===== src/rtl/gate_pattern_decoder.sv =====
// Receive-side DAB gate-pattern decoder: recovers period, V1/V2 pulse widths, phase offset and
// minimum leg-A deadtime per switching period. Shoot-through flag enabled by GATE_PATTERN_SHOOT_THROUGH_EN.
module gate_pattern_decoder #(
    parameter int CNT_W = 16,
    parameter int DT_W  = 8
) (
    input  logic             clk,
    input  logic             rst,
    input  logic             trigger,
    input  logic [3:0]       Sp,
    input  logic [3:0]       Ss,
    output logic [CNT_W-1:0] period_cnt,
    output logic [CNT_W-1:0] v1_pos_cnt,
    output logic [CNT_W-1:0] v2_pos_cnt,
    output logic [CNT_W:0]   phase_cnt,
    output logic             phase_ok,
    output logic [DT_W-1:0]  dt_cnt,
    output logic             meas_valid,
    output logic             timeout,
    output logic             fault
);
    localparam logic [0:0]       IDLE    = 1'b0;
    localparam logic [0:0]       MEAS    = 1'b1;
    localparam logic [CNT_W-1:0] CNT_MAX = '1;
    localparam logic [CNT_W-1:0] CNT_ONE = CNT_W'(1);
    localparam logic [DT_W-1:0]  DT_MAX  = '1;
    localparam logic [DT_W-1:0]  DT_ONE  = DT_W'(1);

    logic             v1_pos, v2_pos, leg_a_dead;
    logic             trig_d, v1_d, v2_d;
    logic [1:0]       leg_a_d;
    logic             trig_rise, v1_rise, v2_rise, leg_a_rise;
    logic [0:0]       state;
    logic [CNT_W-1:0] tcnt, v1_cnt, v2_cnt, t_v1, t_v2;
    logic [CNT_W-1:0] v1_inc, v2_inc;
    logic             v1_seen, v2_seen;
    logic [DT_W-1:0]  dt_run, dt_min, dt_min_upd;

    // Only the +1 level of each bridge is measured, so the -1 decode is not needed here.
    assign v1_pos     = Sp[3] & Sp[0];
    assign v2_pos     = Ss[3] & Ss[0];
    assign leg_a_dead = ~(Sp[3] | Sp[2]);

    assign trig_rise  = trigger & ~trig_d;
    assign v1_rise    = v1_pos & ~v1_d;
    assign v2_rise    = v2_pos & ~v2_d;
    assign leg_a_rise = |(Sp[3:2] & ~leg_a_d);

    assign v1_inc     = {{(CNT_W-1){1'b0}}, v1_pos};
    assign v2_inc     = {{(CNT_W-1){1'b0}}, v2_pos};
    assign dt_min_upd = (dt_run < dt_min) ? dt_run : dt_min;

    // Edge history and the saturating leg-A dead run; both free-run independent of the FSM.
    always_ff @(posedge clk or posedge rst) begin
        if (rst) begin
            trig_d  <= 1'b0;
            v1_d    <= 1'b0;
            v2_d    <= 1'b0;
            leg_a_d <= 2'b00;
            dt_run  <= '0;
        end else begin
            // NOTE: non-blocking assignments keep every register reading pre-edge values.
            trig_d  <= trigger;
            v1_d    <= v1_pos;
            v2_d    <= v2_pos;
            leg_a_d <= Sp[3:2];
            if (!leg_a_dead)
                dt_run <= '0;
            else if (dt_run != DT_MAX)
                dt_run <= dt_run + DT_ONE;
        end
    end

    always_ff @(posedge clk or posedge rst) begin
        if (rst) begin
            state      <= IDLE;
            tcnt       <= '0;
            v1_cnt     <= '0;
            v2_cnt     <= '0;
            t_v1       <= '0;
            t_v2       <= '0;
            v1_seen    <= 1'b0;
            v2_seen    <= 1'b0;
            dt_min     <= '0;
            period_cnt <= '0;
            v1_pos_cnt <= '0;
            v2_pos_cnt <= '0;
            phase_cnt  <= '0;
            phase_ok   <= 1'b0;
            dt_cnt     <= '0;
            meas_valid <= 1'b0;
            timeout    <= 1'b0;
        end else begin
            meas_valid <= 1'b0;
            if (trig_rise) begin
                if (state == MEAS) begin
                    // Close the running period; the trigger-cycle sample still belongs to it.
                    period_cnt <= tcnt + CNT_ONE;
                    v1_pos_cnt <= v1_cnt + v1_inc;
                    v2_pos_cnt <= v2_cnt + v2_inc;
                    phase_ok   <= v1_seen & v2_seen;
                    phase_cnt  <= (v1_seen & v2_seen) ? ({1'b0, t_v2} - {1'b0, t_v1}) : '0;
                    dt_cnt     <= dt_min;
                    meas_valid <= 1'b1;
                end
                // Restart; edges coinciding with the trigger open the new period at t=0.
                state   <= MEAS;
                tcnt    <= '0;
                v1_cnt  <= '0;
                v2_cnt  <= '0;
                t_v1    <= '0;
                t_v2    <= '0;
                v1_seen <= v1_rise;
                v2_seen <= v2_rise;
                dt_min  <= leg_a_rise ? dt_run : DT_MAX;
            end else if (state == MEAS) begin
                if (tcnt == CNT_MAX) begin
                    timeout <= 1'b1;
                    state   <= IDLE;
                end else begin
                    tcnt   <= tcnt + CNT_ONE;
                    v1_cnt <= v1_cnt + v1_inc;
                    v2_cnt <= v2_cnt + v2_inc;
                    if (v1_rise && !v1_seen) begin
                        t_v1    <= tcnt;
                        v1_seen <= 1'b1;
                    end
                    if (v2_rise && !v2_seen) begin
                        t_v2    <= tcnt;
                        v2_seen <= 1'b1;
                    end
                    if (leg_a_rise)
                        dt_min <= dt_min_upd;
                end
            end
        end
    end

`ifdef GATE_PATTERN_SHOOT_THROUGH_EN
    logic shoot;
    assign shoot = (Sp[3] & Sp[2]) | (Sp[1] & Sp[0]) | (Ss[3] & Ss[2]) | (Ss[1] & Ss[0]);

    always_ff @(posedge clk or posedge rst) begin
        if (rst)
            fault <= 1'b0;
        else if (shoot)
            fault <= 1'b1;
    end
`else
    // Leg-B primary and leg-A/B secondary complements only matter for shoot-through detection.
    logic unused_gates;
    assign unused_gates = &{1'b0, Sp[1], Ss[2:1]};
    assign fault        = 1'b0;
`endif

endmodule


===== config.mk =====
export PLATFORM = sky130hd
export DESIGN_NAME = gate_pattern_decoder
export DESIGN_NICKNAME = d
export VERILOG_FILES = /design/src/rtl/gate_pattern_decoder.sv
export SDC_FILE = /design/constraint.sdc
export NUM_CORES = 1
export LEC_CHECK = 0
export ABC_AREA = 0
export BUFFER_PORTS_ARGS = -buffer_cell sky130_fd_sc_hd__buf_2
export CAP_MARGIN = 25
export CORE_MARGIN = 5
export CORE_UTILIZATION = 40
export CTS_CLUSTER_SIZE = 16
export DETAILED_ROUTE_END_ITERATION = 7
export GPL_ROUTABILITY_DRIVEN = 0
export HOLD_SLACK_MARGIN = 0.03
export PLACE_DENSITY = 0.59
export SYNTH_ARGS = -nofsm -noshare
export SYNTH_HDL_FRONTEND = slang
export SYNTH_SLANG_ARGS = --single-unit
export TNS_END_PERCENT = 5

===== constraint.sdc =====
create_clock -name clk -period 6 [get_ports clk]
set_input_delay 0.3 -clock clk [delete_from_list [all_inputs] [get_ports clk]]
set_output_delay 0.3 -clock clk [all_outputs]
set_load 0.01 [all_outputs]

# After elaboration in Yosys (flattened, before gate mapping)
# Cells that the tools add are included.
[word_totals] reg_bits=180 latch_bits=0 ramBits=0 rom_bits=0 inputBits=11 output_inout_bits=77 mem_count=0
[classes] add_sub_neg=5 multipliers=0 n_div=0 magnitude_cmp=1 n_eq_ne=3 shift=0 muxes=39 n_bitwise=13 reduce_logical=17
[op_table] cell="$mux W16" count=17
[op_table] cell="$mux W8" count=8
[op_table] cell="$add A16 B1 Y16" count=2
[op_table] cell="$mux W17" count=1
[op_table] cell="$sub A16 B16 Y17" count=1
[op_table] cell="$add A16 B1 Y16 const B" count=1
[op_table] cell="$eq A16 B16 Y1 const B" count=1
[op_table] cell="$mux W1" count=13
[op_table] cell="$reduce_bool A2 Y1" count=6
[op_table] cell="$reduce_and A3 Y1" count=3
[op_table] cell="$add A8 B1 Y8 const B" count=1
[op_table] cell="$lt A8 B8 Y1" count=1
[op_table] cell="$ne A8 B8 Y1 const B" count=1
[op_table] cell="$and A1 B1 Y1" count=6
[op_table] cell="$not A1 Y1" count=4
[op_table] cell="$reduce_and A2 Y1" count=2
[op_table] cell="$reduce_and A4 Y1" count=1
[op_table] cell="$and A2 B2 Y2" count=1
[op_table] cell="$logic_and A1 B1 Y1" count=2
[op_table] cell="$logic_not A1 Y1" count=2
[op_table] cell="$ne A2 B2 Y1 const B" count=1
[op_table] cell="$not A2 Y2" count=1
[op_table] cell="$reduce_or A2 Y1" count=1
[op_table] cell="$or A1 B1 Y1" count=1

# Depth between registers and ports, before layout
# Gate-level depths: netlist of run 1.
[depth] depth_word=7 ltp_mapped=10

# Worst setup path after synthesis of run 1
# No wires, ideal clock.
[synth_timing] path_kind="reg-to-reg" start="reg t_v1[2]" end="reg phase_cnt[16]" setup_ns=0.068 arrival_ns=2.186 required_ns=5.932 path_slack_ns=3.746 stages_incl_launch_ff=9 cell_sequence="dfrtp_1 -> inv_1 -> ha_1 -> nor2b_1 -> o31a_1 -> or4_1 -> a221oi_1 -> or3_1 -> a32o_1"
[synth_via] elab_chain_len=2
[synth_rtl] item="start: declaration" line_no="34" text="logic [CNT_W-1:0] tcnt, v1_cnt, v2_cnt, t_v1, t_v2;"
[synth_rtl] item="start signal: assignment" line_no="125" text="t_v1 <= tcnt;"
[synth_rtl] item="$sub A16 B16 Y17" line_no="102" text="phase_cnt <= (v1_seen & v2_seen) ? ({1'b0, t_v2} - {1'b0, t_v1}) : '0;"
[synth_rtl] item="$mux W17" line_no="102"
[synth_rtl] item="end signal: assignment" line_no="102"
[synth_rtl] item="end: declaration" line_no="15" text="output logic [CNT_W:0] phase_cnt,"
# Every way passes these cells.
# A chain may end at the register's enable or synchronous reset.

# Worst setup path after layout of run 1
[layout_timing] start="reg tcnt[0]" end="reg t_v2[6]"
[layout_via] elab_chain_len=3
[layout_rtl] item="start: declaration" line_no="34"
[layout_rtl] item="start signal: assignment" line_no="121" text="tcnt <= tcnt + CNT_ONE;"
[layout_rtl] item="$eq A16 B16 Y1" line_no="117" text="if (tcnt == CNT_MAX) begin"
[layout_rtl] item="$ne A2 B2 Y1 (no source line)"
[layout_rtl] item="$reduce_and A3 Y1 (no source line)"
[layout_rtl] item="end signal: assignment" line_no="129" text="t_v2 <= tcnt;"
[layout_rtl] item="end: declaration" line_no="34"
# Every way passes these cells.

==> results.py, run 1 <==
metrics = {
    "logic_synthesis": {
        "synth_seq_cells": 180,
        "synth.distinct_cells": 58,
        "synthXorXnorAreaFrac_pct": 9.81,
        "synthMuxAreaShare_pct": 1.46,
        "ys_warn_count": 0,
        "ys_seq_area_share_pct": 51.5,
        "synthTopCellsByArea": "dfrtp_1, nand2_1, xor2_1, xnor2_1, o21ai_0",
        "synth_fa_ha_area_share_pct": 4.52,
        "async_reset_ff_share_pct": 100,
        "synth_nets": 921,
        "yosys.area.top_type": "dfrtp_1",
        "netlist_area_um2": 8750,
        "synth_top_family_by_area": "simple AND/OR/NAND/NOR gates",
        "synth_edf_count": 0,
        "synth_most_common_cell": "dfrtp_1",
        "postSynthAreaPerCell_um2": 9.96,
        "synth_common_cells": "dfrtp_1, nand2_1, o21ai_0, nor2_1, xor2_1",
        "synth_top_area_share_pct": 51.5,
        "ys.flop_type": "dfrtp_1",
        "synth_compound_area_share_pct": 12.4,
        "synth_cells": 879,
        "yosys.area_share.simple_pct": 15.8,
    },
    "worst_setup_path": {
        "cp.required_ns": 6.31,
        "timing.reg2reg.setup_slack_ns": 3.14,
        "arrival_ns": 3.16,
        "worst_setup_path_end_kind": "register",
        "crit_slowest_cell": "or4_4",
        "critPathLaunchType": "register",
        "critPathTopFamily": "simple AND/OR/NAND/NOR gates",
        "worstRegToRegCells": 8,
        "r2r_end": "t_v2[6]",
        "cp_max_fo": 14,
        "worstPathCellList": "ha_1 -> nand3_4 -> or4_4 -> o21ai_2 -> buf_6 -> nor4_2 -> buf_4 -> a22o_1",
        "reg2reg_from": "tcnt[0]",
        "path_buf_inv": 2,
        "critPathKind": "register to register",
        "max_stage_delay_ns": 0.58,
    },
    "floorplan": {
        "num_io_pins": 88,
        "dieWidth_um": 158,
        "start_util_pct": 40.4,
        "core-area_um2": 21700,
        "die_area_um2": 24900,
        "std_cell_rows": 54,
        "die_height_um": 158,
    },
    "layout": {
        "fill_cells": 2065,
        "multiInputGateArea_um2": 3870,
        "area_delta_synth_final_pct": 14.2,
        "drive_gt1_share_pct": 15.6,
        "fin_util_pct": 46.1,
        "stdcell_count": 1233,
        "n_antenna_cell": 0,
        "final_nets": 982,
        "register_area_um2": 4500,
    },
    "clock_network": {
        "clk_path_buf_depth": 2,
        "cts-resized-gates": 0,
        "cts_tree": "done",
        "clkTransAtPathRegs_ns": 0.08,
        "htree_levels": 4,
        "cts_made_buffers": 17,
        "clk_latency_ns": 0.43,
        "cts_sinks": 180,
        "cts_root_buf": "clkbuf_16",
        "cts_setup_buffers": 0,
    },
    "sta": {
        "period_share_pct": 47.6,
        "setup_viol": 0,
        "worst_pin_slew_ns": 0.866,
        "grt_setup_unrepaired": "false",
        "slew_headroom_pct": 42.3,
        "setup_tns_ns": 0,
        "drv_slew": 0,
        "post-route-min-period_ns": 2.86,
        "hold_slack_ns": 0.169,
        "hold_viol": 0,
        "max_clock_freq_mhz": 350,
        "skew_ns": 0.0138,
    },
    "hold_path": {
        "hp-start": "Ss[0]",
        "whs_endpoint": "v2_d",
        "worstHoldPathType": "primary input to register",
        "hold_depth": 2,
    },
    "global_routing": {
        "grt_usage_pct": 15.7,
        "grt_overflow": 0,
        "grt_max_degree": 114,
        "grt_pass1_vias": 6277,
        "antenna_found_initial": 0,
        "grt_pass1_wl_um": 31800,
    },
    "power": {
        "p_seq_share_pct": 47.1,
        "p_clk_share_pct": 37.3,
        "power_leakage_nw": 4.80,
        "switching_share_pct": 28.8,
        "ir_drop_uv": 176,
        "combPwrFrac_pct": 15.6,
        "powerDensity_nw_per_um2": 294,
        "intPower_mw": 2.09,
        "p_sw_mw": 0.845,
        "total_power_mw": 2.94,
    },
    "detailed_routing": {
        "avgRoutedWirePerCell_um": 15.0,
        "ant_nets": 0,
        "routed_wl_um": 18500,
        "vias": 6151,
        "drc_errors": 0,
        "via_per_inst": 4.99,
        "firstDrtPassIters": 6,
        "drtIter0Drc": 289,
    },
    "status": {
        "outcome": "complete, no violations",
    },
    "placed_design": {
        "dpl.hpwl_um": 12600,
        "portBuffers": 83,
        "placed_cells": 1195,
    },
    "run": {
        "drv_cap": 0,
    },
}
[power groups by stage]
stage	logic (mW)	clock network, mW	registers, mW
final	0.458	1.10	1.38
after detailed placement	0.463	0	1.41
after floorplan	0.319	0	1.41
after CTS	0.467	1.12	1.39
after global placement	0.453	0	1.41
after global routing	0.523	1.17	1.40
[cells in the final DEF (no fill, tap or decap), types with 6 or more instances in the layout]
master,netlist,final
dfrtp_1,180,180
a21oi_1,23,23
mux2_2,6,6
o21ai_0,78,78
inv_1,34,33
and3_1,17,17
and2_1,6,6
xnor2_1,46,46
nand3_1,19,19
inv_6,0,8
a21o_1,6,6
buf_4,5,6
ha_1,30,30
o22a_1,8,8
nor2_1,76,76
nor3_1,8,8
mux2i_1,6,6
nand2_1,130,129
xor2_1,52,52
a22o_1,28,28
clkbuf_16,0,17
nand4_1,11,11
buf_2,10,83
[timing repair]
| item | in CTS | in global routing |
|---|---|---|
| hold buffers | 3 | 1 |
| hold endpoints to repair | 3 | 41 |
| endpoints found under the setup margin | 0 | 0 |
[sequential cells by signal, indices dropped and copies added (netlist names)]
register / cells
dt_cnt: 8
dt_min: 8
dt_run: 8
leg_a_d: 2
meas_valid: 1
period_cnt: 16
phase_cnt: 17
phase_ok: 1
state: 1
t_v1: 16
t_v2: 16
tcnt: 16
timeout: 1
trig_d: 1
v1_cnt: 16
v1_d: 1
v1_pos_cnt: 16
v1_seen: 1
v2_cnt: 16
v2_d: 1
v2_pos_cnt: 16
v2_seen: 1
[kinds of logic (layout without fill, tap and decap cells)]
kind of cell | Yosys count | count (layout)
simple gates | 300 | 300
flops | 180 | 180
compound gates | 169 | 169
xor+xnor | 98 | 98
buf+inv | 88 | 162
fa+ha+maj | 31 | 31
mux | 12 | 12
other cells | 1 | 1
[worst max path at each step]
stage	cells past startpoint	slack [ns]	from	end
after floorplan	1	0.81	rst	dt_cnt[0]
after global placement	7	2.89	tcnt[0]	t_v2[4]
after detailed placement	7	2.88	tcnt[0]	t_v2[2]
after CTS	7	2.85	tcnt[0]	t_v2[6]
after global routing	8	2.97	tcnt[0]	t_v2[6]
final	8	3.14	tcnt[0]	t_v2[6]
[area by class of cell]
type / count / area share (%)
sequential: 180 / 45.1
inverter: 34 / 1.33
clock inverter: 15 / 1.44
tap: 280 / 3.51
timing repair buffer: 96 / 5.67
clock buffer: 17 / 4.26
multi-input combinational: 611 / 38.7
[metal layers]
layer | vias to the layer above | GRT usage (%) | wire, um
met5 | - | 0 | 0
met2 | 101 | 24.1 | 8280
li1 | 3087 | - | -
met4 | 0 | 4.79 | 283
met3 | 21 | 3.50 | 761
met1 | 2942 | 22.4 | 9210
[through the flow]
| step | instance area [um2] | worst slack, ns |
|---|---|---|
| 2_1_floorplan | 8750 | 0.813 |
| 3_3_place_gp | 9320 | 2.89 |
| 3_5_place_dp | 9350 | 2.88 |
| 4_1_cts | 9940 | 2.85 |
| 5_1_grt | 9990 | 2.97 |
| 6_report | 9990 | 3.14 |
Note: power is estimated with default switching activity, not from simulation.
==> run 2, diff against run 1 <==
Clock period 6 ns to 2.9 ns, I/O delays scaled along.
==> run 2 against run 1 <==
Against the previous run: combinational power up 110%; maximum frequency increased by 11%; design area grew 1.4%; power increased by 120%; first-iteration DRC count is 28% lower; critical path type unchanged; wire length is 0.30% higher; largest power group unchanged; register-to-register slack got worse by 2.8 ns; clock power up 130%.
==> results.py, run 2 (synthesis results as in run 1) <==
metrics = {
    "status": {
        "outcome": "complete, no violations",
    },
    "floorplan": {
        "start_util_pct": 40.4,
        "std_cell_rows": 54,
        "die_area_um2": 24900,
        "num_io_pins": 88,
        "die_height_um": 158,
        "core-area_um2": 21700,
        "dieWidth_um": 158,
    },
    "detailed_routing": {
        "vias": 6153,
        "firstDrtPassIters": 4,
        "avgRoutedWirePerCell_um": 14.9,
        "routed_wl_um": 18600,
        "via_per_inst": 4.95,
        "drtIter0Drc": 209,
        "drc_errors": 0,
        "ant_nets": 0,
    },
    "layout": {
        "final_nets": 992,
        "area_delta_synth_final_pct": 15.8,
        "stdcell_count": 1243,
        "drive_gt1_share_pct": 16.3,
        "fin_util_pct": 46.7,
        "finalInstanceArea_um2": 10100,
        "largest_register_ffs": 17,
        "n_antenna_cell": 0,
        "regMostFlops": "phase_cnt",
        "mostFrequentLayoutCells": "dfrtp_1, nand2_1, buf_2, o21ai_0, nor2_1",
        "final_common_cell": "dfrtp_1",
    },
    "sta": {
        "drv_slew": 0,
        "slew_headroom_pct": 60.9,
        "setup_slack_ns": 0.338,
        "setup_viol": 0,
        "grt_setup_unrepaired": "false",
        "period_share_pct": 88.3,
        "hold_viol": 0,
        "max_clock_freq_mhz": 390,
        "post-route-min-period_ns": 2.56,
        "worst_pin_slew_ns": 0.586,
        "hold_slack_ns": 0.0600,
        "skew_ns": 0.0126,
        "setup_tns_ns": 0,
    },
    "power": {
        "ir_drop_uv": 377,
        "power_leakage_nw": 4.88,
        "total_power_mw": 6.39,
        "powerDensity_nw_per_um2": 630,
    },
    "placed_design": {
        "dp_slack_ns": 0.387,
        "dpl.hpwl_um": 13000,
        "placed_cells": 1205,
        "post_dp_cell_area_um2": 9410,
        "portBuffers": 83,
    },
    "clock_network": {
        "clkTransAtPathRegs_ns": 0.07,
        "clk_latency_ns": 0.43,
        "cts_tree": "done",
        "hold_buffers": 6,
        "cts_root_buf": "clkbuf_16",
        "cts_setup_buffers": 0,
        "clk_path_buf_depth": 2,
        "cts_made_buffers": 17,
        "htree_levels": 4,
        "cts-resized-gates": 0,
        "cts_sinks": 180,
    },
    "worst_setup_path": {
        "reg2reg_from": "t_v1[2]",
        "critPathLaunchType": "register",
        "worstRegToRegCells": 8,
        "cp.required_ns": 3.26,
        "worst_setup_path_end_kind": "register",
        "critPathKind": "register to register",
        "cp_max_fo": 4,
        "r2r_end": "phase_cnt[16]",
        "arrival_ns": 2.92,
        "timing.reg2reg.setup_slack_ns": 0.34,
    },
    "run": {
        "drv_cap": 0,
    },
    "hold_path": {
        "whs_endpoint": "v1_d",
        "worstHoldPathType": "primary input to register",
        "hold_depth": 2,
        "hp-start": "Sp[0]",
    },
    "global_routing": {
        "grt_pass1_wl_um": 31500,
        "grt_max_degree": 75,
        "antenna_found_initial": 0,
        "grt_pass1_vias": 6244,
        "grt_usage_pct": 15.7,
        "grt_overflow": 0,
    },
}
## run 2: changes by cell type in the layout (fill, tap and decap cells not counted), moves of 2 or more
cell           previous run  this run
clkinv_4                  1         5
bufinv_16                 1         4
buf_16                    2         0
dlygate4sd3_1             4         6
buf_4                     6        16
clkinvlp_4                3         1
clkbuf_8                  0         3
clkinv_2                  2         0
inv_6                     8         2
## run 2: worst max-delay path by stage
stage / start / end / slack, ns / depth (start not counted)
floorplan: rst / dt_cnt[0] / 0.45 / 1
global placement: t_v1[2] / phase_cnt[16] / 0.40 / 8
detailed placement: t_v2[0] / phase_cnt[16] / 0.39 / 9
CTS: t_v1[2] / phase_cnt[16] / 0.35 / 8
global route: Sp[3] / v1_pos_cnt[14] / 0.24 / 10
finish: t_v1[2] / phase_cnt[16] / 0.34 / 8
## run 2: layout make-up
class	instances	area [um2]
fillers	2100	11600
flip-flops and latches	180	4500
multi-input cells	611	3870
repair buffers	106	616
clock buffers	20	467
well taps	280	350
clock inverters	12	193
inverters	34	131
## run 2: worst max-delay path: stages (launching register included)
cell and delay [ns]:
dfrtp_1 0.36, inv_1 0.05, ha_1 0.34, nor2b_1 0.16, o31a_1 0.29, or4_1 0.51, a221oi_1 0.46, or3_1 0.19
a32o_1 0.15
## run 2: power breakdown
part,switching [mW],total (mW),internal (mW)
clock network,1.03,2.56,1.53
logic,0.540,0.971,0.431
registers,0.146,2.85,2.71
## run 2: metal layers
metal | wire [um] | GRT usage [%] | vias up | part of all wire (%)
met5 | 0 | 0 | - | 0
met4 | 217 | 3.97 | 0 | 1.2
met3 | 737 | 3.75 | 20 | 4.0
met2 | 8500 | 24.9 | 85 | 46
met1 | 9130 | 21.9 | 2932 | 49
li1 | - | - | 3116 | -
